`src/rtl/fp_min_reduce_seq.sv`:
```
// Burst minimum reducer: folds N floating-point elements through a two-operand
// min against a running accumulator and returns the result with a sticky sNaN flag.
module fp_min_reduce_seq #(
    parameter int SIGN_W = 1,
    parameter int EXPO_W = 8,
    parameter int MANT_W = 23,
    parameter int CNT_W  = 8
) (
    input  logic                              clk,
    input  logic                              rst_n,
    input  logic                              cmd_valid,
    output logic                              cmd_ready,
    input  logic [CNT_W-1:0]                  cmd_len,
    input  logic                              in_valid,
    output logic                              in_ready,
    input  logic [SIGN_W+EXPO_W+MANT_W-1:0]   in_data,
    output logic                              out_valid,
    input  logic                              out_ready,
    output logic [SIGN_W+EXPO_W+MANT_W-1:0]   out_data,
    output logic [4:0]                        out_status
);

    localparam int W = SIGN_W + EXPO_W + MANT_W;

    typedef enum logic [1:0] {IDLE, FIRST, ACC, DONE} state_t;

    state_t             state;
    state_t             state_next;
    logic [CNT_W-1:0]   rem;
    logic [W-1:0]       acc;
    logic               invalid;

    logic cmd_fire;
    logic in_fire;
    logic out_fire;

    function automatic logic is_nan(input logic [W-1:0] x);
        return (&x[MANT_W +: EXPO_W]) && (|x[MANT_W-1:0]);
    endfunction

    function automatic logic is_snan(input logic [W-1:0] x);
        return is_nan(x) && !x[MANT_W-1];
    endfunction

    // Ordering is NaN-avoiding; ties and equal zeros fall back to operand a
    // so the first-seen value survives the reduction.
    function automatic logic [W-1:0] fp_min(input logic [W-1:0] a, input logic [W-1:0] b);
        logic              a_nan, b_nan, a_inf, b_inf, a_zero, b_zero, a_neg, b_neg;
        logic [EXPO_W-1:0] ae, be;
        logic [MANT_W-1:0] am, bm;
        logic [W-1:0]      r;
        ae     = a[MANT_W +: EXPO_W];
        be     = b[MANT_W +: EXPO_W];
        am     = a[MANT_W-1:0];
        bm     = b[MANT_W-1:0];
        a_neg  = a[W-1];
        b_neg  = b[W-1];
        a_nan  = is_nan(a);
        b_nan  = is_nan(b);
        a_inf  = (&ae) && (am == '0);
        b_inf  = (&be) && (bm == '0);
        a_zero = (ae == '0) && (am == '0);
        b_zero = (be == '0) && (bm == '0);
        r      = b;
        if (a_nan) begin
            r = b_nan ? a : b;
        end else if (b_nan) begin
            r = a;
        end else if (a_inf) begin
            r = a_neg ? a : b;
        end else if (b_inf) begin
            r = b_neg ? b : a;
        end else if (a_zero && b_zero) begin
            r = a;
        end else if (a_neg != b_neg) begin
            r = a_neg ? a : b;
        end else if (!a_neg) begin
            if (ae < be)      r = a;
            else if (ae > be) r = b;
            else              r = (am < bm) ? a : b;
        end else begin
            if (ae > be)      r = a;
            else if (ae < be) r = b;
            else              r = (am < bm) ? b : a;
        end
        return r;
    endfunction

    assign cmd_ready  = (state == IDLE);
    assign in_ready   = (state == FIRST) || (state == ACC);
    assign out_valid  = (state == DONE);
    assign out_data   = acc;
    assign out_status = {4'b0000, invalid};

    assign cmd_fire = cmd_valid && cmd_ready;
    assign in_fire  = in_valid && in_ready;
    assign out_fire = out_valid && out_ready;

    always_ff @(posedge clk or negedge rst_n) begin
        if (!rst_n) begin
            state <= IDLE;
        end else begin
            state <= state_next;
        end
    end

    always_comb begin
        state_next = state;
        case (state)
            IDLE:  if (cmd_fire) state_next = FIRST;
            FIRST: if (in_fire)  state_next = (rem == '0) ? DONE : ACC;
            ACC:   if (in_fire && rem == '0) state_next = DONE;
            DONE:  if (out_fire) state_next = IDLE;
            default: state_next = IDLE;
        endcase
    end

    always_ff @(posedge clk or negedge rst_n) begin
        if (!rst_n) begin
            rem     <= '0;
            acc     <= '0;
            invalid <= 1'b0;
        end else begin
            if (cmd_fire) begin
                rem     <= cmd_len;
                invalid <= 1'b0;
            end
            if (in_fire) begin
                acc     <= (state == FIRST) ? in_data : fp_min(acc, in_data);
                invalid <= invalid | is_snan(in_data);
                if (rem != '0) rem <= rem - 1'b1;
            end
        end
    end

endmodule

```
`config.mk`:
```
export PLATFORM = sky130hd
export DESIGN_NAME = fp_min_reduce_seq
export DESIGN_NICKNAME = d
export VERILOG_FILES = /design/src/rtl/fp_min_reduce_seq.sv
export SDC_FILE = /design/constraint.sdc
export NUM_CORES = 1
export LEC_CHECK = 0
export BUFFER_PORTS_ARGS = -buffer_cell sky130_fd_sc_hd__buf_2
export CORE_MARGIN = 1.5
export CORE_UTILIZATION = 30
export CTS_CLUSTER_SIZE = 30
export DETAILED_ROUTE_END_ITERATION = 16
export HOLD_SLACK_MARGIN = 0.06
export PLACE_DENSITY = 0.61
export REMOVE_ABC_BUFFERS = 1
export SLEW_MARGIN = 20
export SYNTH_ARGS = -nofsm -noshare
export SYNTH_HDL_FRONTEND = slang
export SYNTH_SLANG_ARGS = --single-unit
```
`constraint.sdc`:
```
create_clock -name clk -period 3.05 [get_ports clk]
set_input_delay 0.4575 -clock clk [delete_from_list [all_inputs] [get_ports clk]]
set_output_delay 0.4575 -clock clk [all_outputs]
set_load 0.03 [all_outputs]
```
==> flow_summary.ini <==
[flow_run]
maxCapViolCount = 0

[placement]
gp_congestion = 0.8799
dp.cells = 670
post-place-ws_ns = -0.1408
placed_cell_area_mm2 = 0.004380
hpwl_mm = 8.591
io_buffers = 80

[timing]
hold_viol_final = 0
relSlewSlack_pct = 60.18
fmax_ghz = 0.3371
finalWorstSetupSlack_ns = 0.08370
setup_viol = 0
clock-skew-final_ns = 0.008086
drv_slew = 0
whs_ns = 0.1711
period_share_pct = 97.26
tns_ns = 0
tightest_slew_ns = 0.5972
period_needed_ns = 2.966

[setup_path]
path_max_fanout = 5
critical_path_class = flip-flop to flip-flop
cp_slowest_stage_delay_ns = 0.53
cp-startpoint = out_data[18]$_DFFE_PN0P_
crit_family = compound AO/OA/AOI/OAI gates
path_cells = ha_1 > nand4_1 > or4_4 > o32ai_1 > buf_4 > a2111o_1 > a21oi_1 > o41a_1 > buf_6 > a21boi_1 > buf_4 > a21oi_1
end_kind = flip-flop
start_kind = flip-flop
rr_startpoint = out_data[18]$_DFFE_PN0P_
cp.required_ns = 3.26
worstPathBufferInverterCount = 3
crit_arrival_ns = 3.17
rrSetupSlack_ns = 0.08
critPathSlowestCell = or4_4

[die]
core_mm2 = 0.01098
die_x_um = 109.8
ios = 85
die_h_um = 109.8
rows = 38
dieArea_mm2 = 0.01206
start_util_pct = 31.18

[synthesis]
yosysUniqueCellTypes = 59
syn_area_per_cell_um2 = 8.456
ys_seq_elements = 43
yosys_most_used_dff = dfrtp_1
synthTopCellsByArea = dfrtp_1, ha_1, a21oi_1
synth_cells = 405
yosysWarnings = 0
ys_async_sr_fraction_pct = 100.0
synth_top_area_share_pct = 31.42
ys_seq_area_share_pct = 31.42
synth_edf_count = 0
syn_area_mm2 = 0.003425
synth_top_area_cell = dfrtp_1

[clock_network]
clockBufferDepth = 2
clock-sinks = 43
numCtsBuffers = 5
clock-root-buffer = clkbuf_16
cts_max_level = 2
insertion_delay_ns = 0.28
cts.reportedPaths.clkPinSlew_ns = 0.06
cts_tree = yes

[grt]
grt_pass1_vias = 3529
grt-ovfl-total = 0
grtUsageTotal_pct = 18.72
antenna_found_initial = 0
grt_max_degree = 44
grt_first_pass_wirelength_mm = 17.61

[status]
status = finished clean

[power]
p_per_area_mw_per_mm2 = 1079
peakVddDrop_v = 0.0005288
power_leakage_nw = 2.308
finalPower_mw = 4.987

[route]
wire_per_inst_um = 16.33
viasPerCell = 5.325
vias = 3616
wl_mm = 11.09
drc = 0
antenna_left = 0
drtIter0Drc = 169
drt_first_pass_iters = 4

[cells_and_area]
final_common_cell = buf_2
drive_above_1_share_pct = 31.54
mostFrequentLayoutCells = buf_2, buf_4, inv_1
antennaDiodeCount = 0
postLayoutCoreUtil_pct = 42.07
layout.nets = 620
areaGrowthSynthToFinish_pct = 34.93
stdcell_count = 679
postLayoutCellArea_mm2 = 0.004621

[worst_hold_path]
hold_class = primary input to asynchronous set/reset pin
-- cell type report --
type / count / area [µm²]
Fill cell: 1095 / 6362
Multi-Input combinational cell: 304 / 2166
Sequential cell: 43 / 1077
Timing Repair Buffer: 142 / 897.1
Tap cell: 140 / 175.2
Inverter: 43 / 161.4
Clock buffer: 6 / 138.9
Clock inverter: 1 / 5.005
-- state kept, by name (all words and copies together) (netlist names) --
signal / flops
invalid: 1
out_data: 32
rem: 8
state: 2
-- layer usage --
metal	vias up	track usage, %	wire length [µm]
met5	-	0	0
met4	0	6.308	194
met3	16	3.260	564
met2	98	30.17	5229
met1	1732	25.22	5102
li1	1770	-	-
-- logic make-up after synthesis --
family | share of synthesized area (%)
adder cells (fa/ha/maj) | 13.15
XOR/XNOR | 0.5116
AND/OR/NAND/NOR | 20.20
AO/OA/AOI/OAI | 25.21
other | 0.1095
flip-flops | 31.42
multiplexers | 1.571
buffers and inverters | 7.818
-- where the power goes --
part | internal, mW | switching (mW)
Clock | 0.320 | 0.225
Sequential | 0.844 | 0.272
Combinational | 1.37 | 1.95
Total | 2.54 | 2.45
-- path summary, 6_finish.rpt --
path	depth (start not counted)	to
setup / recovery	12	out_data[29]$_DFFE_PN0P_
hold / removal	1	out_data[2]$_DFFE_PN0P_
setup reg to reg	12	out_data[29]$_DFFE_PN0P_
hold reg to reg	2	invalid$_DFFE_PN0P_
max in group asynchronous	1	out_data[17]$_DFFE_PN0P_
min in group clk	3	rem[0]$_DFF_PN0_
-- synthesized netlist by cell type, drive strengths merged, types with 3 or more instances --
master   n
o221ai   6
nor3    10
nor4    14
ha      36
o22ai    4
a22oi    6
nand3   20
a21o     7
clkbuf   8
buf     10
or4      3
dfrtp   43
o211ai   5
o31ai    3
and3     9
nand4    8
a21oi   33
mux2     3
o21ai   17
nand2   34
nor2    21
or3      4
o21a     3
a22o    18
inv     43
-- what timing repair did --
item | CTS | global route
endpoints found under the setup margin | 1 | 28
buffers inserted | 0 | 2
gates cloned | 0 | 0
gates resized for setup | 1 | 15
pin swaps | 0 | 4
hold buffers | 0 | 0
(Power assumes the default switching activity.)
